**config.mk**
```make
export PLATFORM = sky130hd
export DESIGN_NAME = count_seq_ctrl
export DESIGN_NICKNAME = d
export VERILOG_FILES = /design/src/rtl/count_seq_ctrl.sv
export SDC_FILE = /design/constraint.sdc
export NUM_CORES = 1
export LEC_CHECK = 0
export ABC_AREA = 1
export BUFFER_PORTS_ARGS = -buffer_cell sky130_fd_sc_hd__buf_2
export CAP_MARGIN = 20
export CORE_ASPECT_RATIO = 0.9
export CORE_MARGIN = 2
export CORE_UTILIZATION = 52
export CTS_BUF_LIST = sky130_fd_sc_hd__clkbuf_4 sky130_fd_sc_hd__clkbuf_8
export CTS_CLUSTER_SIZE = 25
export DETAILED_ROUTE_END_ITERATION = 6
export PLACE_DENSITY = 0.81
export RECOVER_POWER = 50
export SETUP_SLACK_MARGIN = 0.2
export SLEW_MARGIN = 0
export SYNTH_ARGS = -nofsm -noshare
export SYNTH_HDL_FRONTEND = slang
export SYNTH_SLANG_ARGS = --single-unit
```
**constraint.sdc**
```tcl
create_clock -name clk -period 1.8 [get_ports clk]
set_input_delay 0 -clock clk [delete_from_list [all_inputs] [get_ports clk]]
set_output_delay 0 -clock clk [all_outputs]
set_load 0.01 [all_outputs]
```
**src/rtl/count_seq_ctrl.sv**
```systemverilog
// Start/stop/pause-controlled up counter with a latched terminal limit,
// offering one-shot (stop in DONE) or auto-reload (wrap to zero) operation.
module count_seq_ctrl #(
  parameter int WIDTH = 4
) (
  input  logic             clk,
  input  logic             r,
  input  logic             start,
  input  logic             stop,
  input  logic             pause,
  input  logic [WIDTH-1:0] limit,
  input  logic             mode,
  output logic [WIDTH-1:0] q,
  output logic [WIDTH-1:0] qbar,
  output logic             tc,
  output logic             busy,
  output logic             done,
  output logic [1:0]       state
);

  typedef enum logic [1:0] {
    IDLE = 2'b00,
    RUN  = 2'b01,
    HOLD = 2'b10,
    DONE = 2'b11
  } state_e;

  state_e           state_q, state_d;
  logic [WIDTH-1:0] cnt_q, cnt_d;
  logic [WIDTH-1:0] lim_q, lim_d;
  logic             mode_q, mode_d;
  logic [WIDTH-1:0] cnt_inc;
  logic             carry;
  logic             at_lim;

  // Toggle-form increment: bit i flips when every lower bit is one.
  always_comb begin
    carry   = 1'b1;
    cnt_inc = '0;
    for (int unsigned i = 0; i < WIDTH; i++) begin
      cnt_inc[i] = cnt_q[i] ^ carry;
      carry      = carry & cnt_q[i];
    end
  end

  assign at_lim = (cnt_q == lim_q);

  always_ff @(posedge clk) begin
    if (r) begin
      state_q <= IDLE;
      cnt_q   <= '0;
      lim_q   <= '0;
      mode_q  <= 1'b0;
    end else begin
      state_q <= state_d;
      cnt_q   <= cnt_d;
      lim_q   <= lim_d;
      mode_q  <= mode_d;
    end
  end

  always_comb begin
    state_d = state_q;
    cnt_d   = cnt_q;
    lim_d   = lim_q;
    mode_d  = mode_q;
    unique case (state_q)
      IDLE: begin
        cnt_d = '0;
        if (start) begin
          state_d = RUN;
          lim_d   = limit;
          mode_d  = mode;
        end
      end
      RUN: begin
        if (stop) begin
          state_d = IDLE;
          cnt_d   = '0;
        end else if (pause) begin
          state_d = HOLD;
        end else if (at_lim) begin
          if (mode_q) cnt_d = '0;
          else        state_d = DONE;
        end else begin
          cnt_d = cnt_inc;
        end
      end
      HOLD: begin
        if (stop) begin
          state_d = IDLE;
          cnt_d   = '0;
        end else if (!pause) begin
          state_d = RUN;
        end
      end
      DONE: begin
        if (stop) begin
          state_d = IDLE;
          cnt_d   = '0;
        end else if (start) begin
          state_d = RUN;
          cnt_d   = '0;
          lim_d   = limit;
          mode_d  = mode;
        end
      end
      default: state_d = IDLE;
    endcase
  end

  always_comb begin
    q     = cnt_q;
    qbar  = ~cnt_q;
    tc    = (state_q == RUN) && at_lim && !pause && !stop;
    busy  = (state_q == RUN) || (state_q == HOLD);
    done  = (state_q == DONE);
    state = state_q;
  end

endmodule

```
# Word level (Yosys, flattened, before mapping)
# Index checks and enable logic that the tools add are counted.
# W data, S select, Z words.
# totals
ff_bits	11
latch_bits	0
ram_bits	0
mem_bits_ro	0
input_bits	10
out_inout_bits	13
wordCells	57
mem_count	0
# classes
n_addsub	0
n_mul	0
n_div	0
n_lt_le_gt_ge	0
n_eq_ne	12
shifts	0
n_mux	23
n_bitwise	7
reduce_logical	11
# op_table
cell	n
$mux W4	9
$mux W2	8
$pmux W4 S4	1
$ne A4 B4 Y1 const B	3
$ne A3 B3 Y1 const B	3
$pmux W2 S4	1
$pmux W4 S2	1
$eq A2 B2 Y1 const B	2
$eq A4 B4 Y1	1
$ne A2 B2 Y1 const B	2
$not A4 Y4	1
$reduce_and A4 Y1	1
$logic_and A1 B1 Y1	3
$reduce_and A3 Y1	1
$xor A1 B1 Y1	3
$and A1 B1 Y1	2
$eq A2 B1 Y1 const B	1
$logic_not A1 Y1	2
$logic_not A2 Y1	1
$mux W1	2
$pmux W1 S2	1
$reduce_and A2 Y1	1
$reduce_bool A2 Y1	1
$logic_or A1 B1 Y1	1
$not A1 Y1	1

# Depth between registers and ports, before layout
# depth
depth_word	7
mapped_depth	10
mapped_depth_nobuf	10

# Least setup slack after synthesis
# Ideal clock, no wire load.
# synth_path
path_kind	register to register
startpoint	register state_q[1], in the netlist state[1]
endpoint	register cnt_q[0], in the netlist q[0]
arrival_time_ns	1.295
slack_ns	0.392
stages_incl_launch_ff	10
path_buffers	0
period_less_slack_ns	1.408
path_cell_list	dfxtp_1 > inv_1 > ha_1 > nand2_2 > inv_2 > nand2_1 > and3_1 > nand2_2 > a21oi_1 > nor2_1
# synth_via
elab_chain_len	3
elab_cells_between_ends	10
# synth_rtl
item	line	source
from (decl)	28	state_e state_q, state_d;
from (signal assigned)	55	state_q <= state_d;
$eq A2 B1 Y1 or $eq A2 B2 Y1 (tied branches)	67	unique case (state_q)
$ne A4 B4 Y1 (no line) (tied with other cells)	--	
$reduce_and A4 Y1 (no line)	--	
to (signal assigned)	56	cnt_q <= cnt_d;
to (decl)	29	logic [WIDTH-1:0] cnt_q, cnt_d;
# Several ways; a longest one is shown, not always the timed one.
# A chain may end at the register's enable or synchronous reset.

# Worst setup path after layout
# layout_path
startpoint	register state_q[1], in the netlist state[1]
endpoint	register cnt_q[2], in the netlist q[2]
# The elaborated chain is that of the path after synthesis.

==> metrics.md <==
| Metric | Value |
|---|---|
| Via density | 5.32 |
| Root Driver | clkbuf_4 |
| Vias in the first global route | 759 |
| Ys Warns | 0 |
| Layout fillers | 144 |
| Routed WL | 1740 um |
| Fin Clk Skew | 0.00139 ns |
| Status | completed |
| Post-synth top area cell | dfxtp_1 |
| Die Span Y | 40.7 um |
| Core area | 1420 um^2 |
| Startpoint Class | flip-flop |
| Max-cap check violation count | 0 |
| Max Root-Sink Buffers | 2 |
| Initial DRT Pass Iterations | 4 |
| Rows | 13 |
| Launching point of the worst reg2reg path | state[1] |
| Area grow syn2layout | 21.9% |
| Syn_area_per_cell | 6.70 um^2 |
| Port-buffer cells | 22 |
| Syn Inst Count | 116 |
| Final core occ | 66.9% |
| Clk_lat worst skew | 0.27 ns |
| RSZ-0062 raised after global routing | no |
| Seq. cell area | 220 um^2 |
| Die area | 1820 um^2 |
| Slew @ Worst Pin | 0.305 ns |
| Distinct cells, synth | 19 |
| Met1 Usage GRT | 25.3% |
| Tightest Hold Check Type | in2reg |
| Cell Pwr Density | 772 nW/um^2 |
| Slowest cell on crit path | dfxtp_1 |
| Synth top area cells | dfxtp_1 28%, nand2_1 14%, ha_1 11% |
| Pin count of the biggest net entering global routing | 11 |
| Detailed placer's ending HPWL | 1380 um |
| Final hold vios | 0 |
| Syn nets | 133 |
| CP Capture Type | flip-flop |
| Crit-path cells | inv_1 > ha_1 > nand2_2 > inv_2 > nand2_1 > and3_1 > nand2_2 > a21oi_1 > nor2_1 |
| Commonest non-fill, non-tap cells in the layout | 30 x nand2_1, 16 x buf_2, 13 x inv_1, 11 x a21oi_1, 11 x dfxtp_1 |
| Die Wd | 44.7 um |
| WP data arrival | 1.70 ns |
| Ports | 23 |
| CTS tree | built |
| GRT Max-Usage Layer | met2 |
| Vias after detailed routing | 841 |
| Slew margin rel. | 79.6% |
| Share of cells above drive strength 1 | 25.2% |
| Final WS setup | 0.272 ns |
| Max-slew violations | 0 |
| DRC violations left | 0 |
| Initial DRC count | 26 |
| First-pass GRT wire length | 2950 um |
| Sum of buffers and inverters on the critical path | 2 |
| Total GRT Usage | 23.0% |
| Static leakage | 0.478 nW |
| Area fraction of the dominant cell type after synthesis | 28.3% |
| CP delay by family, top | simple AND/OR/NAND/NOR gates |
| Pre-CTS WS | 0.311 ns |
| Hold slack | 0.0120 ns |
| H-tree levels | 1 |
| Hold path startpoint | limit[0] |
| Clock transition at path regs | 0.07 ns |
| Clock sinks | 11 |
| Crit path time final | 1.53 ns |
| Number of synthesized register bits | 11 |
| CP Class | reg2reg |
| Most common cell after layout, fill and taps aside | nand2_1 |
| Period utilization | 84.9% |
| Nets | 161 |
| Peak supply drop | 472 uV |
| CP startpoint | state[1] |
| Critical Path Fanout Max | 5 |
| Remaining global-route overflow | 0 |
| CP required | 1.97 ns |
| Sequential area share after synthesis | 28.3% |
| Final Setup Violations | 0 |
| Starting Density | 54.9% |
| Multi-input logic area | 502 um^2 |
| Post-DRT Antenna Nets | 0 |
| Met3 Usage GRT | 8.37% |
| Critical Path Max Stage Delay | 0.40 ns |
| CP most frequent cell | nand2_2 |
| Setup TNS | 0 ns |
| GR Util met2 | 39.5% |
| GP Congestion | 0.918 |
| Ant diodes | 0 |
| Netlist Area Pre-Place | 777 um^2 |
| Initial antenna violation count | 0 |
| Cts bufs inserted | 3 |
| Drt wl/cell | 11.0 um |
| Fmax | 0.654 GHz |
[Yosys cell counts]
library cell / instances
nand2_1: 30
a21oi_1: 11
dfxtp_1: 11
nor2_1: 10
inv_1: 9
nand2_2: 9
o21ai_0: 8
ha_1: 7
inv_2: 6
nand3_1: 4
clkinv_1: 2
nor2_4: 2
a21oi_2: 1
and3_1: 1
nand3_4: 1
nand4_1: 1
nor3_1: 1
o211ai_2: 1
o21ai_1: 1
[where the power goes]
part	switching, mW	internal [mW]
Combinational	0.162	0.0981
Sequential	0.0194	0.268
Clock	0.0831	0.101
Total	0.265	0.467
[timing repair]
action / in CTS / in global routing
setup endpoints to repair: 0 / 6
hold buffers: 1 / 0
setup buffers: 0 / 0
resized for setup: 0 / 3
endpoints found under the hold margin: 1 / 0
[per-layer routing]
| layer | up-vias | wire [um] | part of all wire [%] |
|---|---|---|---|
| li1 | 425 | - | - |
| met1 | 376 | 716 | 41 |
| met2 | 33 | 855 | 49 |
| met3 | 7 | 143 | 8.2 |
| met4 | 0 | 25 | 1.4 |
| met5 | - | 0 | 0 |
[sequential cells by signal, summed over array words and instances, names as in the netlist]
register / count
mode_q: 1
lim_q: 4
state: 2
q: 4
[cell families after synthesis]
group | count (synthesis) | synth area share (%)
compound gates | 22 | 15.6
fa+ha+maj | 7 | 11.3
buf+inv | 17 | 8.21
flops | 11 | 28.3
simple gates | 59 | 36.6
[layout make-up]
cell class,count,area share (%)
sequential,11,23.2
inverter,17,6.74
tap,15,1.98
clock buffer,4,3.17
timing repair buffer,23,11.9
multi-input combinational,88,53.0
[through the flow]
step | total power, mW | cells | instance area (um^2)
after floorplan | 0.480 | 116 | 777
after global placement | 0.537 | 153 | 906
after detailed placement | 0.547 | 153 | 906
after CTS | 0.735 | 158 | 946
after global routing | 0.788 | 158 | 947
final | 0.731 | 158 | 947
[worst reg2reg max path, cell delays in order, from the launching register on]
cell and delay [ns]:
dfxtp_1 0.40, inv_1 0.13, ha_1 0.21, nand2_2 0.13, inv_2 0.06, nand2_1 0.05, and3_1 0.18, nand2_2 0.09
a21oi_1 0.13, nor2_1 0.05
[final timing paths]
| kind | end | slack, ns | cells past startpoint |
|---|---|---|---|
| setup / recovery | q[2] | 0.27 | 9 |
| hold / removal | lim_q[0] | 0.01 | 3 |
| setup reg to reg | q[2] | 0.27 | 9 |
| hold reg to reg | lim_q[0] | 0.47 | 2 |
Note: power is estimated with default switching activity, not from simulation.
